===== config.mk =====
export PLATFORM = sky130hd
export DESIGN_NAME = pc_sequencer_flat
export DESIGN_NICKNAME = d
export VERILOG_FILES = /design/src/rtl/pc_sequencer_if.sv /design/src/rtl/pc_sequencer.sv /design/src/flat_wrapper.sv
export SDC_FILE = /design/constraint.sdc
export NUM_CORES = 1
export LEC_CHECK = 0
export ABC_CLOCK_PERIOD_IN_PS = 3100
export BUFFER_PORTS_ARGS = -buffer_cell sky130_fd_sc_hd__buf_2
export CELL_PAD_IN_SITES_DETAIL_PLACEMENT = 0
export CELL_PAD_IN_SITES_GLOBAL_PLACEMENT = 1
export CORE_MARGIN = 1
export CORE_UTILIZATION = 37
export CTS_CLUSTER_DIAMETER = 60
export DETAILED_ROUTE_END_ITERATION = 6
export GPL_ROUTABILITY_DRIVEN = 1
export MAX_ROUTING_LAYER = met4
export PLACE_DENSITY = 0.86
export SETUP_SLACK_MARGIN = 0.05
export SYNTH_ARGS = -nofsm -noshare
export SYNTH_HDL_FRONTEND = slang
export SYNTH_SLANG_ARGS = --single-unit

===== constraint.sdc =====
create_clock -name clk -period 3.1 [get_ports clk]
set_input_delay 0 -clock clk [delete_from_list [all_inputs] [get_ports clk]]
set_output_delay 0 -clock clk [all_outputs]
set_load 0.1 [all_outputs]

===== src/rtl/pc_sequencer_if.sv =====
// Fetch-control bus between the pipeline and the PC sequencer.
// The pipeline (master) drives the stage requests; the sequencer (slave) drives pc and flush controls.
interface pc_sequencer_if;
  logic        stall;
  logic        branch_valid;
  logic        branch_taken;
  logic [31:0] branch_pc;
  logic [15:0] immediate;
  logic        jump_valid;
  logic [25:0] jump_index;
  logic [31:0] pc;
  logic [31:0] pc_plus4;
  logic        if_id_write;
  logic        if_id_flush;
  logic        id_ex_flush;
  logic        redirect;
  logic        addr_err;

  modport master (
    output stall, branch_valid, branch_taken, branch_pc, immediate, jump_valid, jump_index,
    input  pc, pc_plus4, if_id_write, if_id_flush, id_ex_flush, redirect, addr_err
  );

  modport slave (
    input  stall, branch_valid, branch_taken, branch_pc, immediate, jump_valid, jump_index,
    output pc, pc_plus4, if_id_write, if_id_flush, id_ex_flush, redirect, addr_err
  );
endinterface


===== src/rtl/pc_sequencer.sv =====
// PC register and next-fetch selection: taken branch > jump > stall > sequential,
// plus IF/ID / ID/EX squash controls and a multi-cycle IF/ID flush window after redirects.
module pc_sequencer #(
  parameter logic [31:0] RESET_PC     = 32'h0000_0000,
  parameter int          FLUSH_CYCLES = 1
) (
  input logic         clk,
  input logic         rst_n,
  pc_sequencer_if.slave bus
);

  typedef enum logic {RUN, FLUSH} state_t;

  localparam logic [1:0] RELOAD = 2'(FLUSH_CYCLES - 1);
  localparam bit         MULTI  = (FLUSH_CYCLES > 1);

  state_t      state_reg, state_next;
  logic [1:0]  count_reg, count_next;
  logic [31:0] pc_reg, pc_next;
  logic        addr_err_reg, addr_err_next;

  logic [31:0] pc_plus4;
  logic [31:0] branch_target;
  logic [31:0] jump_target;
  logic        take_branch;
  logic        take_jump;
  logic        redirect;
  logic        if_id_write;
  logic        if_id_flush;
  logic        id_ex_flush;

  assign pc_plus4      = pc_reg + 32'd4;
  assign branch_target = bus.branch_pc + 32'd4 + {{14{bus.immediate[15]}}, bus.immediate, 2'b00};
  assign jump_target   = {pc_plus4[31:28], bus.jump_index, 2'b00};
  assign take_branch   = bus.branch_valid & bus.branch_taken;
  // The ID-stage jump is itself being flushed while in FLUSH, so it must not redirect.
  assign take_jump     = bus.jump_valid & (state_reg == RUN) & ~take_branch;
  assign redirect      = take_branch | take_jump;

  always_comb begin
    pc_next       = pc_plus4;
    if_id_write   = 1'b1;
    if_id_flush   = (state_reg == FLUSH);
    id_ex_flush   = 1'b0;
    addr_err_next = addr_err_reg;
    state_next    = state_reg;
    count_next    = count_reg;

    if (take_branch) begin
      pc_next     = branch_target;
      if_id_flush = 1'b1;
      id_ex_flush = 1'b1;
    end else if (take_jump) begin
      pc_next     = jump_target;
      if_id_flush = 1'b1;
    end else if (bus.stall) begin
      pc_next     = pc_reg;
      if_id_write = 1'b0;
      id_ex_flush = 1'b1;
    end

    // Misaligned targets are still loaded; the error is only recorded.
    if (redirect && (pc_next[1:0] != 2'b00))
      addr_err_next = 1'b1;

    case (state_reg)
      RUN: begin
        if (redirect && MULTI) begin
          state_next = FLUSH;
          count_next = RELOAD;
        end
      end
      FLUSH: begin
        if (take_branch) begin
          count_next = RELOAD;
        end else if (count_reg <= 2'd1) begin
          state_next = RUN;
          count_next = 2'd0;
        end else begin
          count_next = count_reg - 2'd1;
        end
      end
      default: begin
        state_next = RUN;
        count_next = 2'd0;
      end
    endcase
  end

  always_ff @(posedge clk or negedge rst_n) begin
    if (!rst_n) begin
      state_reg    <= RUN;
      count_reg    <= 2'd0;
      pc_reg       <= RESET_PC;
      addr_err_reg <= 1'b0;
    end else begin
      state_reg    <= state_next;
      count_reg    <= count_next;
      pc_reg       <= pc_next;
      addr_err_reg <= addr_err_next;
    end
  end

  assign bus.pc          = pc_reg;
  assign bus.pc_plus4    = pc_plus4;
  assign bus.if_id_write = if_id_write;
  assign bus.if_id_flush = if_id_flush;
  assign bus.id_ex_flush = id_ex_flush;
  assign bus.redirect    = redirect;
  assign bus.addr_err    = addr_err_reg;

endmodule


===== src/flat_wrapper.sv =====
// flat-port wrapper written by rule: the top's interface ports become plain ports
module pc_sequencer_flat 
#(
  parameter logic [31:0] RESET_PC     = 32'h0000_0000,
  parameter int          FLUSH_CYCLES = 1
)
  (clk, rst_n, bus_stall, bus_branch_valid, bus_branch_taken, bus_branch_pc, bus_immediate, bus_jump_valid, bus_jump_index, bus_pc, bus_pc_plus4, bus_if_id_write, bus_if_id_flush, bus_id_ex_flush, bus_redirect, bus_addr_err);
  pc_sequencer_if bus_i ();
  input logic clk;
  input logic rst_n;
  input wire logic [$bits(bus_i.stall)-1:0] bus_stall;
  input wire logic [$bits(bus_i.branch_valid)-1:0] bus_branch_valid;
  input wire logic [$bits(bus_i.branch_taken)-1:0] bus_branch_taken;
  input wire logic [$bits(bus_i.branch_pc)-1:0] bus_branch_pc;
  input wire logic [$bits(bus_i.immediate)-1:0] bus_immediate;
  input wire logic [$bits(bus_i.jump_valid)-1:0] bus_jump_valid;
  input wire logic [$bits(bus_i.jump_index)-1:0] bus_jump_index;
  output wire logic [$bits(bus_i.pc)-1:0] bus_pc;
  output wire logic [$bits(bus_i.pc_plus4)-1:0] bus_pc_plus4;
  output wire logic [$bits(bus_i.if_id_write)-1:0] bus_if_id_write;
  output wire logic [$bits(bus_i.if_id_flush)-1:0] bus_if_id_flush;
  output wire logic [$bits(bus_i.id_ex_flush)-1:0] bus_id_ex_flush;
  output wire logic [$bits(bus_i.redirect)-1:0] bus_redirect;
  output wire logic [$bits(bus_i.addr_err)-1:0] bus_addr_err;
  assign bus_i.stall = bus_stall;
  assign bus_i.branch_valid = bus_branch_valid;
  assign bus_i.branch_taken = bus_branch_taken;
  assign bus_i.branch_pc = bus_branch_pc;
  assign bus_i.immediate = bus_immediate;
  assign bus_i.jump_valid = bus_jump_valid;
  assign bus_i.jump_index = bus_jump_index;
  assign bus_pc = bus_i.pc;
  assign bus_pc_plus4 = bus_i.pc_plus4;
  assign bus_if_id_write = bus_i.if_id_write;
  assign bus_if_id_flush = bus_i.if_id_flush;
  assign bus_id_ex_flush = bus_i.id_ex_flush;
  assign bus_redirect = bus_i.redirect;
  assign bus_addr_err = bus_i.addr_err;
  pc_sequencer #(.RESET_PC(RESET_PC), .FLUSH_CYCLES(FLUSH_CYCLES)) u_core (.clk(clk), .rst_n(rst_n), .bus(bus_i));
endmodule

### After elaboration in Yosys (flattened, before gate mapping)

Index checks and enable logic that the tools add are counted.

| cells by class | value |
|---|---|
| reductions and logical operators | 2 |
| div/mod/pow operators | 0 |
| eq/ne operators | 1 |
| order comparisons | 1 |
| multiplexer cells | 16 |
| add/sub/neg operators | 4 |
| bitwise gates (word level) | 6 |
| multiply operators | 0 |
| shift operators | 0 |

Operators by type and width:

| cell | number |
|---|---|
| $mux 32 | 3 |
| $add 32x3->32 const B | 2 |
| $add 32x32->32 | 1 |
| $mux 1 | 11 |
| $mux 2 | 2 |
| $and 1x1->1 | 3 |
| $ne 3x1->1 const B | 1 |
| $le 2x1->1 const B | 1 |
| $not 1->1 | 2 |
| $reduce_bool 2->1 | 1 |
| $sub 2x1->2 const B | 1 |
| $logic_and 1x1->1 | 1 |
| $or 1x1->1 | 1 |

| word-level totals | value |
|---|---|
| RAM bits | 0 |
| input port bits | 80 |
| bits in read-only memories | 0 |
| output and inout bits | 69 |
| bits in latches | 0 |
| logic and storage cells | 35 |
| memories kept | 0 |
| flip-flop bits (word level) | 36 |

### Depth between registers and ports, before layout

| logic depth | value |
|---|---|
| depth after elaboration | 7 |
| depth in mapped cells | 12 |

### Worst setup path before layout

OpenSTA, ideal clock, no wires.

| timing path | value |
|---|---|
| kind | register to output |
| start | reg u_core.pc_reg[2], in the netlist u_core.bus.pc[2] |
| end | out bus_pc_plus4[24] |
| stages on the path, launching flop included | 7 |
| data arrival time | 4.031 ns |
| slack | -0.931 ns |
| buffers on the path | 1 |
| cells stage by stage | dfrtp_1 ha_1 nand4_1 nor2_1 or4b_2 clkbuf_1 xnor2_1 |

| between the ends | value |
|---|---|
| word-level cells in the longest chain between the ends | 1 |

Ends and longest elaborated chain:

| element | line | RTL |
|---|---|---|
| start, declared | pc_sequencer.sv:19 | `logic [31:0] pc_reg, pc_next;` |
| start signal, assigned | pc_sequencer.sv:99 | `pc_reg <= pc_next;` |
| $add 32x3->32 | pc_sequencer.sv:32 | `assign pc_plus4 = pc_reg + 32'd4;` |
| end, declared | flat_wrapper.sv:19 | `output wire logic [$bits(bus_i.pc_plus4)-1:0] bus_pc_plus4;` |

Every way passes these cells.

### Worst setup path in the final report

| timing path | value |
|---|---|
| start | reg u_core.pc_reg[2], in the netlist u_core.bus.pc[2] |
| end | out bus_pc_plus4[30] |

The elaborated chain is that of the path after synthesis.

==> impl_metrics.json <==
{
  "status": "finished clean",
  "fin_tns_setup_ps": 0,
  "ys.flop_type": "dfrtp_1",
  "rsz0062_at_grt": "false",
  "clk_latency_ps": 280,
  "synth.area.mux_share": 0.006615,
  "dr.max_layer_used": "met4",
  "fin_worst_skew_ps": 3.612,
  "dpl_cell_area_um2": 5604,
  "drv_slew": 0,
  "row_count": 40,
  "cts_sinks": 36,
  "port_buffers": 148,
  "syn_area_um2": 4539,
  "path_clk_slew_ps": 60,
  "final_cell_mix": "buf_2, nand2_1, nor2_1, ha_1, o21ai_0",
  "fp.dieH_um": 112.8,
  "hold_end": "u_core.bus.pc[22]$_DFFE_PN0P_",
  "hpwlAfterDp_mm": 11.03,
  "finalNetCount": 859,
  "dieArea_um2": 12720,
  "pre_cts_ws_ps": 406.2,
  "required_ps": 3100,
  "synth_top_area_share": 0.1985,
  "largest_reg_flops": 32,
  "whs_ps": 0.5951,
  "max-cap-violations": 0,
  "clockBufferDepth": 2,
  "synth_top_area_cell": "dfrtp_1",
  "hp-class": "input port to register",
  "area_delta_synth_final_pct": 28.58,
  "drt-total-wl_mm": 13.32,
  "total_power_uw": 3410,
  "layout-drive-gt1-share": 0.2899,
  "synth-simple-area-share": 0.2238,
  "ff2ff_setup_slack_ps": 520,
  "arrival_ps": 2870,
  "cts_max_level": 2,
  "worstSetupStartpointType": "register",
  "drc": 0,
  "synth_cell_types": 65,
  "diodes": 0,
  "worst_hold_path.num_cells": 3,
  "fillerInstances": 1213,
  "grt_usage": 0.2195,
  "ios": 149,
  "slew_headroom": 0.2406,
  "grt_max_degree": 40,
  "synth_area_leaders": "dfrtp_1, ha_1, xor2_1",
  "min_period_over_period": 0.9248,
  "routed-wl-met2_mm": 6.013,
  "syn_nets": 722,
  "r2r_cells": 7,
  "syn_inst": 583,
  "power.leakage_uw": 0.002667,
  "cts_made_buffers": 5,
  "cpMostUsedCell": "nor2_1",
  "viasPerCell": 5.421,
  "start_util": 0.3795,
  "wl_met1_mm": 6.529,
  "ys_seq_area_frac": 0.1985,
  "synth-compound-area-share": 0.2095,
  "wl_met3_um": 579,
  "synth_top_family_by_area": "simple AND/OR/NAND/NOR gates",
  "hold_start": "bus_jump_index[20]",
  "hold_viol": 0,
  "synth_xor_area_frac": 0.1466,
  "r2r_end": "u_core.bus.pc[30]$_DFFE_PN0P_",
  "p_per_area_nw_per_um2": 584.2,
  "setup_viol": 0,
  "gr-total-overflow": 0,
  "vdd_ir_drop_max_v": 0.0002609,
  "routabilityCongestion": 0.9035,
  "avgSynthCellArea_um2": 7.786,
  "critPathMaxFanout": 8,
  "core_region_area_um2": 11960,
  "tightest_slew_ps": 1136,
  "ys_async_sr_fraction": 1.000,
  "rr_startpoint": "u_core.bus.pc[2]$_DFFE_PN0P_",
  "synth_warnings": 0,
  "grt_pass1_vias": 4435,
  "worstPathCellList": "ha_1 -> nand4_1 -> nor2_1 -> or4b_2 -> nor2_1 -> xor2_4 -> clkbuf_4",
  "endpoint_kind": "output pin",
  "critPathBufInv": 1,
  "cpLargestDelayFamily": "simple AND/OR/NAND/NOR gates",
  "grt_pass1_wl_mm": 22.02,
  "ys_ff_latch": 36,
  "min_period_ps": 2867,
  "dieWidth_um": 112.8,
  "crit_slowest_cell": "or4b_2",
  "antenna_found_initial": 0,
  "drtIter0Drc": 208,
  "first_pass_iters": 4,
  "max_stage_delay_ps": 770,
  "wl_per_cell_um": 15.34,
  "ant_nets": 0,
  "clock-root-buffer": "clkbuf_16",
  "critical_path_class": "register to output pin",
  "cts_tree": "done",
  "clock.fmax_mhz": 348.8,
  "final_common_cell": "buf_2",
  "synth_edf_count": 0,
  "design_area_um2": 5837,
  "worst_slack_ps": 233.2,
  "vias": 4705,
  "yosys.area_share.adder": 0.1643
}
synth_stat cells (3+ instances only):
cell type and number:
nand2_1 59, ha_1 58, nor2_1 58, o21ai_0 54, a21oi_1 42, xor2_1 42, dfrtp_1 36, xnor2_1 34
clkbuf_1 21, nand3_1 19, nor3_1 18, o22ai_1 12, inv_1 11, nand4_1 11, o211ai_1 11, a31oi_1 9
or3_1 7, nor2b_1 5, a211oi_1 4, a21o_1 4, and3_1 4, buf_6 4, and2_1 3, buf_4 3
mux2i_1 3
worst max-delay path by stage:
| stage | start | to | slack (ps) | cells after the start |
|---|---|---|---|---|
| 2_1_floorplan | u_core.bus.pc[13]$_DFFE_PN0P_ | bus_pc_plus4[16] | -480 | 5 |
| 3_3_place_gp | bus_immediate[1] | u_core.bus.pc[23]$_DFFE_PN0P_ | 430 | 11 |
| 3_5_place_dp | bus_immediate[1] | u_core.bus.pc[23]$_DFFE_PN0P_ | 410 | 11 |
| 4_1_cts | u_core.bus.pc[2]$_DFFE_PN0P_ | bus_pc_plus4[30] | 130 | 7 |
| 5_1_grt | u_core.bus.pc[2]$_DFFE_PN0P_ | bus_pc_plus4[26] | 110 | 7 |
| 6_report | u_core.bus.pc[2]$_DFFE_PN0P_ | bus_pc_plus4[30] | 230 | 7 |
logic make-up after synthesis:
kind of cell	Yosys count
AND/OR/NAND/NOR	207
AO/OA/AOI/OAI	159
XOR/XNOR	76
adder cells (fa/ha/maj)	59
buffers and inverters	43
flip-flops	36
multiplexers	3
worst min-delay path, stage by stage:
cell and delay, ps:
buf_2 90, o211ai_1 80, o21ai_0 70
power breakdown:
group | internal, uW | switching [uW]
sequential | 543 | 151
clock | 377 | 191
combinational | 508 | 1640
total | 1430 | 1980
layout make-up:
type	instances	area [um2]	share of cell area
Multi-Input combinational cell	504	3662	0.6274
Clock inverter	3	42.54	0.007288
Sequential cell	36	915.9	0.1569
Tap cell	147	183.9	0.03151
Timing Repair Buffer	162	865.8	0.1483
Inverter	11	41.29	0.007074
Clock buffer	5	125.1	0.02144
timing repair:
action,CTS,global route
endpoints found under the setup margin,0,2
gates resized for setup,0,2
hold endpoints to repair,42,0
hold buffers,6,0
setup buffers,0,0
per-layer routing:
metal,vias to the layer above,global-route usage
met5,-,-
met2,129,0.3366
met4,0,0.05778
li1,2376,-
met3,11,0.01928
met1,2189,0.3105
per-stage QoR:
stage          instances  utilization
6_report             868       0.4880
5_1_grt              868       0.4880
4_1_cts              868       0.4876
3_5_place_dp         854       0.4685
3_3_place_gp         854       0.4685
2_1_floorplan        583            -
(Power assumes the default switching activity.)
